`src/rtl/if_id_buf.sv`:
```
// ---------------------------------------------------------------------------
// if_id_buf -- fetch-to-decode pipeline buffer.
//
// A main register drives decode and a one-entry skid register absorbs the
// instruction that arrives in the same cycle decode stalls. Because of that
// spare entry, upstream ready depends only on state, and it can be a flop.
// flush_i squashes everything buffered or arriving, so decode sees a NOP.
//
// Ports
//   clk          system clock, rising edge
//   rst          asynchronous active-low reset
//   inst_i       instruction word from fetch
//   inst_addr_i  PC of inst_i
//   in_valid_i   fetch presents an instruction
//   in_ready_o   buffer can accept (registered, = ~skid_full)
//   inst_o       instruction to decode (NOP_INST when not valid)
//   inst_addr_o  PC of inst_o (0 when not valid)
//   out_valid_o  inst_o / inst_addr_o valid
//   out_ready_i  decode consumes this cycle
//   flush_i      squash all buffered and incoming instructions
// ---------------------------------------------------------------------------
module if_id_buf #(
   parameter int             DW       = 32,
   parameter logic [DW-1:0]  NOP_INST = 'h00000013
) (
   input  logic          clk,
   input  logic          rst,
   input  logic [DW-1:0] inst_i,
   input  logic [DW-1:0] inst_addr_i,
   input  logic          in_valid_i,
   output logic          in_ready_o,
   output logic [DW-1:0] inst_o,
   output logic [DW-1:0] inst_addr_o,
   output logic          out_valid_o,
   input  logic          out_ready_i,
   input  logic          flush_i
);

   typedef enum logic [1:0] {EMPTY, FULL1, FULL2} state_t;

   state_t        state, state_nxt;
   logic [DW-1:0] main_inst, main_addr, main_inst_nxt, main_addr_nxt;
   logic [DW-1:0] skid_inst, skid_addr, skid_inst_nxt, skid_addr_nxt;
   logic          out_valid_q, in_ready_q;
   logic          accept, issue;

   // Both handshakes use the registered outputs, so no input reaches an
   // output through logic.
   assign accept = in_valid_i & in_ready_q;
   assign issue  = out_valid_q & out_ready_i;

   always_ff @(posedge clk or negedge rst) begin
      if (!rst) begin
         state       <= EMPTY;
         main_inst   <= NOP_INST;
         main_addr   <= '0;
         skid_inst   <= '0;
         skid_addr   <= '0;
         out_valid_q <= 1'b0;
         in_ready_q  <= 1'b1;
      end else begin
         state       <= state_nxt;
         main_inst   <= main_inst_nxt;
         main_addr   <= main_addr_nxt;
         skid_inst   <= skid_inst_nxt;
         skid_addr   <= skid_addr_nxt;
         // Valid/ready flops are decoded from the next state so the ports
         // come straight off registers.
         out_valid_q <= (state_nxt != EMPTY);
         in_ready_q  <= (state_nxt != FULL2);
      end
   end

   always_comb begin
      state_nxt     = state;
      main_inst_nxt = main_inst;
      main_addr_nxt = main_addr;
      skid_inst_nxt = skid_inst;
      skid_addr_nxt = skid_addr;

      if (flush_i) begin
         // Flush wins over accept and issue.
         state_nxt     = EMPTY;
         main_inst_nxt = NOP_INST;
         main_addr_nxt = '0;
         skid_inst_nxt = '0;
         skid_addr_nxt = '0;
      end else begin
         case (state)
            EMPTY: begin
               if (accept) begin
                  main_inst_nxt = inst_i;
                  main_addr_nxt = inst_addr_i;
                  state_nxt     = FULL1;
               end
            end
            FULL1: begin
               if (accept && issue) begin
                  main_inst_nxt = inst_i;
                  main_addr_nxt = inst_addr_i;
               end else if (accept) begin
                  skid_inst_nxt = inst_i;
                  skid_addr_nxt = inst_addr_i;
                  state_nxt     = FULL2;
               end else if (issue) begin
                  // The main register doubles as the output, so leaving
                  // it at NOP/0 keeps the idle output clean.
                  main_inst_nxt = NOP_INST;
                  main_addr_nxt = '0;
                  state_nxt     = EMPTY;
               end
            end
            FULL2: begin
               // in_ready_o is low here, so only an issue can move us.
               if (issue) begin
                  main_inst_nxt = skid_inst;
                  main_addr_nxt = skid_addr;
                  skid_inst_nxt = '0;
                  skid_addr_nxt = '0;
                  state_nxt     = FULL1;
               end
            end
            default: begin
               state_nxt     = EMPTY;
               main_inst_nxt = NOP_INST;
               main_addr_nxt = '0;
               skid_inst_nxt = '0;
               skid_addr_nxt = '0;
            end
         endcase
      end
   end

   assign inst_o      = main_inst;
   assign inst_addr_o = main_addr;
   assign out_valid_o = out_valid_q;
   assign in_ready_o  = in_ready_q;

endmodule

```
`config.mk`:
```
export PLATFORM = sky130hd
export DESIGN_NAME = if_id_buf
export DESIGN_NICKNAME = d
export VERILOG_FILES = /design/src/rtl/if_id_buf.sv
export SDC_FILE = /design/constraint.sdc
export NUM_CORES = 1
export LEC_CHECK = 0
export BUFFER_PORTS_ARGS = -buffer_cell sky130_fd_sc_hd__buf_2
export CAP_MARGIN = 5
export CORE_MARGIN = 2
export CORE_UTILIZATION = 49
export DETAILED_ROUTE_END_ITERATION = 16
export PLACE_DENSITY = 0.73
export SYNTH_ARGS = -nofsm -noshare
export SYNTH_HDL_FRONTEND = slang
export SYNTH_SLANG_ARGS = --single-unit
```
`constraint.sdc`:
```
create_clock -name clk -period 3.8 [get_ports clk]
set_input_delay 0.38 -clock clk [delete_from_list [all_inputs] [get_ports clk]]
set_output_delay 0.38 -clock clk [all_outputs]
set_load 0.01 [all_outputs]
```
---- Yosys cells after proc, flatten, opt, wreduce, memory -nomap -nowiden ----
Index checks and enable logic that the tools add are counted.
word-level totals
  bits in registers ....................... 132
  output and inout bits ................... 66
  logic and storage cells ................. 51
  bits of input ports ..................... 69
operators by class
  multiplexer cells ....................... 27
  reductions and logical operators ........ 5
  equality and inequality tests ........... 10
  bitwise gates (word level) .............. 2
operators with widths
  cell                                                                   number
  32-bit two-way mux                                                     16
  32-bit one-hot mux with 3 select lines                                 4
  2-bit two-way mux                                                      6
  3-bit != test, second input constant                                   4
  4-bit != test, second input constant                                   2
  4-bit AND reduction                                                    2
  2-bit one-hot mux with 3 select lines                                  1
  2-bit != test, second input constant                                   2
  1-bit AND                                                              2
  2-bit by 1-bit equality test with 1-bit output, second input constant  1
  2-bit equality test, second input constant                             1
  2-bit logical NOT                                                      1
  2-bit nonzero test                                                     1
  1-bit logical AND                                                      1

---- Longest topological paths before layout ----
Gate-level depths: netlist of the first run.
  word-level depth ........................ 7
  gate-level depth with buffers ........... 8
  mapped depth without buffers ............ 4

---- Worst setup path before layout of the first run ----
No wires, ideal clock.
  path kind ............................... register -> register
  start ................................... register out_valid_q, in the netlist out_valid_o
  end ..................................... register skid_addr[10]
  data arrival time ....................... 1757 ps
  data required time ...................... 3722 ps
  period minus slack after synthesis ...... 1835 ps
  setup slack ............................. 1965 ps
  stages on the path, launching flop included .. 9
  setup time .............................. 78 ps
  cell sequence ........................... dfrtp_1 -> and2_1 -> buf_6 -> o21ba_1 -> buf_6 -> buf_6 -> buf_6 -> or4_1 -> a21oi_1
on the way
  cells in the longest elaborated chain, start to end .. 4
  elaborated cells on any way between the ends .. 5
  those cells by class .................... 2 x eq/ne; 1 x bitwise; 2 x reduce/logical
RTL lines
  element                            line  source
  start, declared                    44    logic out_valid_q, in_ready_q;
  start signal, assigned             69    out_valid_q <= (state_nxt != EMPTY);
  1-bit AND (*)                      50    assign issue = out_valid_q & out_ready_i;
  1-bit logical AND                  98    if (accept && issue) begin
  3-bit != test (no line)            n/a
  4-bit AND reduction (no line) (*)  n/a
  end signal, assigned               66    skid_addr <= skid_addr_nxt;
  end, declared                      43    logic [DW-1:0] skid_inst, skid_addr, skid_inst_nxt, skid_addr_nxt;
Mark *: on every way between the ends. The rest lies on a longest branch, timed or not.
A chain may end at the register's enable or synchronous reset.

---- Worst setup path in the final report of the first run ----
  start ................................... register state[1]
  end ..................................... register main_addr[19], in the netlist inst_addr_o[19]
on the way
  cells in the longest elaborated chain, start to end .. 3
  elaborated cells on any way between the ends .. 10
  those cells by class .................... 6 x eq/ne; 2 x mux; 2 x reduce/logical
RTL lines
  element                                                                 line  source
  start, declared                                                         41    state_t state, state_nxt;
  start signal, assigned                                                  62    state <= state_nxt;
  2-bit by 1-bit equality test with 1-bit output (tied with other cells)  89    case (state)
  4-bit != test (no line) (tied with other cells)                         n/a
  4-bit AND reduction (no line) or 32-bit two-way mux (tied branches)     n/a
  end signal, assigned                                                    64    main_addr <= main_addr_nxt;
  end, declared                                                           42    logic [DW-1:0] main_inst, main_addr, main_inst_nxt, main_addr_nxt;
Parallel ways exist; a longest one is shown, timed or not.

==> out/results.ini, run 1 <==
[setup_path]
path_class=flip-flop to flip-flop
worst_path_max_delay_cell=dfrtp_4
cp_data_arrival_time_ns=3.05
path_buf_inv=1
worstPathMaxFanout=68
r2r_setup_slack_ns=1.09
cp-end-kind=flip-flop
crit_family=flip-flops
worstPathCellList=nor2b_1 -> a221o_2 -> buf_12 -> nand2_1 -> a21oi_1
reg2reg_depth=5
required_ns=4.14
r2r_start=state[1]
path_depth=5
timing.rr.end=inst_addr_o[19]
critical_path.startpoint_type=flip-flop
slowest_delay_ns=0.91

[sta]
period_minus_slack_ns=2.71
fin_crit_sh_pct=71.2
tightestPinTransition_ns=0.869
holdWs_ns=0.0452
timing.fmax_mhz=369
fin_skew_ns=0.00523
rsz0062_at_grt=false
hold_viol=0
fin_setup_tns_ns=0
relSlewSlack_pct=42.1
finalMaxSlewViolations=0
setup_viol=0

[clocking]
cts_buffer_depth=2
cts_tree=yes
root_buffer=clkbuf_16
numCtsBuffers=17
cts_resized=0
worst_skew_pair.late_latency_ns=0.42
cts_hold_buf=0
h-tree-depth=4
cts_sinks=132
postCtsSetupBuffers=0
clkTransAtPathRegs_ns=0.06

[yosys]
synth.area.top_cells=dfrtp_1 (44%), a21oi_1 (8.7%), mux2i_1 (8.5%)
synth_edf_count=0
yosysTopAreaCellShare_pct=43.7
synth_nets=893
syn_area_um2=7320
yosysTopAreaCell=dfrtp_1
ys_seq_area_share_pct=45.2
synthDistinctLibCells=34
ys_ff_latch=132
synth_cells=824
ys.flop_type=dfrtp_1
syn_area_per_cell_um2=8.89
yosys_warnings=0
postSynth.asyncResetShare_pct=100

[finish]
drive_above_1_share_pct=21.3
final_cells=1094
final_area_um2=8590
mostFrequentLayoutCells=buf_2 (132), a21oi_1 (128), dfrtp_1 (126)
nFillCells=1293
num_antenna_cells=0
multi_input_area_um2=3420
seq_area_um2=3310
area_growth_pct=17.3
nets=966
final_common_cell=buf_2

[route]
routed_wl_mm=20.1
ant_nets=0
dr.pass1.iters=5
wl_per_cell_um=18.4
drt_iter0_drc=673
dr_total_vias=6641
viasPerCell=6.07
drc=0

[pwr]
ir_drop_mv=0.326
powerDensity_nw_per_um2=483
p_leak_nw=3.78
power_mw=4.15

[global_route]
track_usage_pct=25.7
antenna_found_initial=1
grt_overflow_total=0
grt_max_degree=114
grt_pass1_wl_mm=33.2
grt_pass1_vias=6352

[floorplan]
fp.dieH_um=126
rows=44
fp.dieArea_um2=15900
core-area_um2=14600
pin_count=135
die_width_um=126
start_util_pct=50.2

[worst_hold_path]
hold_class=primary input to async pin

[placement]
place_area_um2=7990
place_congestion=0.773
dp.cells=1062
dp_hpwl_mm=11.5
port_buffers=134

[run_status]
status=finished, final reports clean

[run]
drv_cap=0

==> layout make-up <==
type,count,share of cell area [%]
sequential,132,38.6
inverter,48,2.10
multi-input combinational,547,39.8
timing repair buffer,151,9.83
clock inverter,10,1.51
clock buffer,22,5.52
tap,184,2.68
==> where the power goes <==
group	internal (mW)	switching (mW)
logic	0.302	0.568
clock network	1.08	0.611
registers	1.51	0.0810
==> worst max-delay path by stage <==
stage,start,end
after floorplan,out_valid_o,skid_addr[10]
after global placement,state[1],inst_o[5]
after detailed placement,state[1],inst_addr_o[22]
after CTS,state[1],inst_addr_o[19]
after global routing,state[1],inst_o[28]
final,state[1],inst_addr_o[19]
==> routing by layer <==
metal	global-route usage (%)	up-vias	part of all wire, %
met5	0	-	0.065
li1	-	3146	-
met4	8.34	2	1.9
met2	38.2	230	46
met3	6.88	37	6.6
met1	36.8	3226	45
==> synth_stat cells, drive strengths merged, types with 4 or more instances <==
| cell type | number |
|---|---|
| mux2i | 62 |
| dfstp | 4 |
| nand2 | 62 |
| o32ai | 46 |
| buf | 24 |
| o21bai | 4 |
| or4 | 46 |
| dfrtp | 128 |
| inv | 48 |
| or3 | 16 |
| clkbuf | 73 |
| a21oi | 128 |
| o21ai | 126 |
| nor2b | 4 |
| nand2b | 16 |
| o22ai | 15 |
==> through the flow <==
step / worst slack, ns / utilization [%]
6_report: 1.09 / 58.9
5_1_grt: 0.834 / 58.9
4_1_cts: 1.12 / 58.9
3_5_place_dp: 1.11 / 54.7
3_3_place_gp: 1.22 / 54.7
2_1_floorplan: 1.96 / -
==> cells by family (layout without fill, tap and decap cells) <==
logic type | count (synthesis) | in the layout | synth area share, %
muxes | 62 | 62 | 8.47
AOI/OAI and AO/OA | 330 | 330 | 26.0
buffers and inverters | 145 | 231 | 8.47
DFF | 132 | 132 | 45.2
and+or+nand+nor | 155 | 155 | 11.9
==> registers in the layout, indices dropped and copies added, names as in the netlist <==
signal and count:
in_ready_o 1, skid_inst 32, state 2, out_valid_o 1
inst_addr_o 32, skid_addr 32, inst_o 32
(Power assumes the default switching activity.)
==> run 2, diff against run 1 <==
- PLACE_DENSITY: 0.73 -> 0.75
- clock period: 3.8 -> 2.4 ns (I/O delays scaled with it)
==> run 2 against run 1 <==
Flip-flop and latch count stayed put. Clock skew is 0.0040 ns higher. Routed wire length fell by 2.3%. Design area increased by 0.63%. Total power grew 52%. Critical path type unchanged. Critical endpoint is now skid_addr[3]. Die area did not move. Global-route usage decreased by 0.60 points. Highest routed layer is now met4. Final cell count increased by 0.82%. Non-clock buffer count increased by 9. Largest power group is now sequential cells. Critical path depth is the same. Clock power grew 41%.
==> out/results.ini, run 2 (synthesis gave the netlist of run 1 again) <==
[sta]
relSlewSlack_pct=51.7
timing.fmax_mhz=487
fin_skew_ns=0.00924
finalMaxSlewViolations=0
hold_viol=0
setup_viol=0
holdWs_ns=0.165
rsz0062_at_grt=false
period_minus_slack_ns=2.05
fin_crit_sh_pct=85.5
tightestPinTransition_ns=0.724
fin_setup_tns_ns=0

[floorplan]
die_width_um=126
rows=44
start_util_pct=50.2
pin_count=135
fp.dieH_um=126
fp.dieArea_um2=15900
core-area_um2=14600

[route]
routed_wl_mm=19.7
drt_iter0_drc=676
dr_total_vias=6717
met2_length_mm=9.32
route.layer.met1.wl_mm=8.89
viasPerCell=6.09
dr.pass1.iters=5
drc=0
dr.max_layer_used=met4
ant_nets=0
wl_per_cell_um=17.8
wl_met3_mm=1.04

[pwr]
power_switching_mw=1.95
powerDensity_nw_per_um2=731
p_leak_nw=3.80
p_int_mw=4.36
ir_drop_mv=0.632
combPwrFrac_pct=22.7
p_sw_share_pct=30.9
power_frac_seq_pct=39.7
clockPowerShare_pct=37.6

[clocking]
clkTransAtPathRegs_ns=0.06
cts_tree=yes
cts_sinks=132
numCtsBuffers=17
postCtsSetupBuffers=0
root_buffer=clkbuf_16
worst_skew_pair.late_latency_ns=0.42
h-tree-depth=4
cts_resized=0
cts_buffer_depth=2

[placement]
place_area_um2=8110
dp_hpwl_mm=11.9
port_buffers=134
place_congestion=0.770

[setup_path]
cp-end-kind=flip-flop
crit_family=simple AND/OR/NAND/NOR gates
worstPathCellList=and2_1 -> o21ba_4 -> buf_12 -> or4_1 -> a21oi_1
worstPathMaxFanout=48
critical_path.startpoint_type=flip-flop
startpoint=out_valid_o
worst_path_max_delay_cell=o21ba_4
slowest_delay_ns=0.42
cp_data_arrival_time_ns=2.39
r2r_setup_slack_ns=0.35
timing.rr.end=skid_addr[3]
r2r_start=out_valid_o
reg2reg_depth=5
required_ns=2.74
path_class=flip-flop to flip-flop
path_buf_inv=1

[worst_hold_path]
hold_start=inst_i[6]
worst_hold_path.endpoint=skid_inst[6]
hold_class=primary input to flip-flop
hold_depth=4

[finish]
nets=975
mostFrequentLayoutCells=buf_2 (132), a21oi_1 (128), dfrtp_1 (126)
area_growth_pct=18.0
final_util_pct=59.2
final_common_cell=buf_2
drive_above_1_share_pct=21.2
final_area_um2=8640
num_antenna_cells=0

[run_status]
status=finished, final reports clean

[global_route]
grt_overflow_total=0
antenna_found_initial=0
grt_pass1_wl_mm=32.7
grt_pass1_vias=6421
track_usage_pct=25.1
grt_max_degree=105

[run]
drv_cap=0

run 2: cell count changes in the layout (fill, tap and decap cells not counted), sizes merged:
cell / before / now
bufinv: 3 / 1
buf: 151 / 159
clkinvlp: 2 / 1
clkbuf: 22 / 27
clkinv: 5 / 3
dlygate4sd3: 0 / 1
run 2: worst max-delay path by stage:
stage	slack [ns]	depth (start not counted)	to
3_3_place_gp	0.43	5	skid_inst[28]
6_report	0.35	5	skid_addr[3]
4_1_cts	0.36	5	inst_o[5]
5_1_grt	0.18	5	inst_o[21]
2_1_floorplan	0.56	8	skid_addr[10]
3_5_place_dp	0.38	5	skid_addr[28]
run 2: area by class of cell:
class | instances | area (µm²)
clock buffers | 27 | 473
clock inverters | 5 | 52.6
fillers | 1248 | 5950
inverters | 48 | 180
multi-input cells | 547 | 3420
flip-flops and latches | 132 | 3310
well taps | 184 | 230
repair buffers | 160 | 977
run 2: what timing repair did:
item | 4_1_cts | 5_1_grt
endpoints found under the setup margin | 0 | 0
hold buffers | 1 | 0
endpoints found under the hold margin | 52 | 0
run 2: per-stage QoR:
stage / cells / worst slack [ns] / power, mW
finish: 1103 / 0.347 / 6.31
global route: 1103 / 0.185 / 6.63
CTS: 1103 / 0.358 / 6.34
detailed placement: 1070 / 0.376 / 3.97
global placement: 1070 / 0.434 / 3.95
floorplan: 824 / 0.565 / 3.45
run 2: metal layers:
metal,GRT usage [%],vias to the layer above
met4,8.73,0
met2,39.6,208
met3,5.10,33
met5,0,-
met1,34.8,3308
li1,-,3168
run 2: worst min-delay path, cell delays in order:
cell and delay (ns):
buf_2 0.10, inv_1 0.05, or4_1 0.10, a21oi_1 0.05
run 2: power by group through the flow:
| stage | clock network, mW | registers (mW) | logic, mW |
|---|---|---|---|
| 6_report | 2.38 | 2.50 | 1.43 |
| 5_1_grt | 2.52 | 2.52 | 1.59 |
| 4_1_cts | 2.40 | 2.50 | 1.44 |
| 3_5_place_dp | 0 | 2.54 | 1.43 |
| 3_3_place_gp | 0 | 2.53 | 1.41 |
| 2_1_floorplan | 0 | 2.55 | 0.896 |
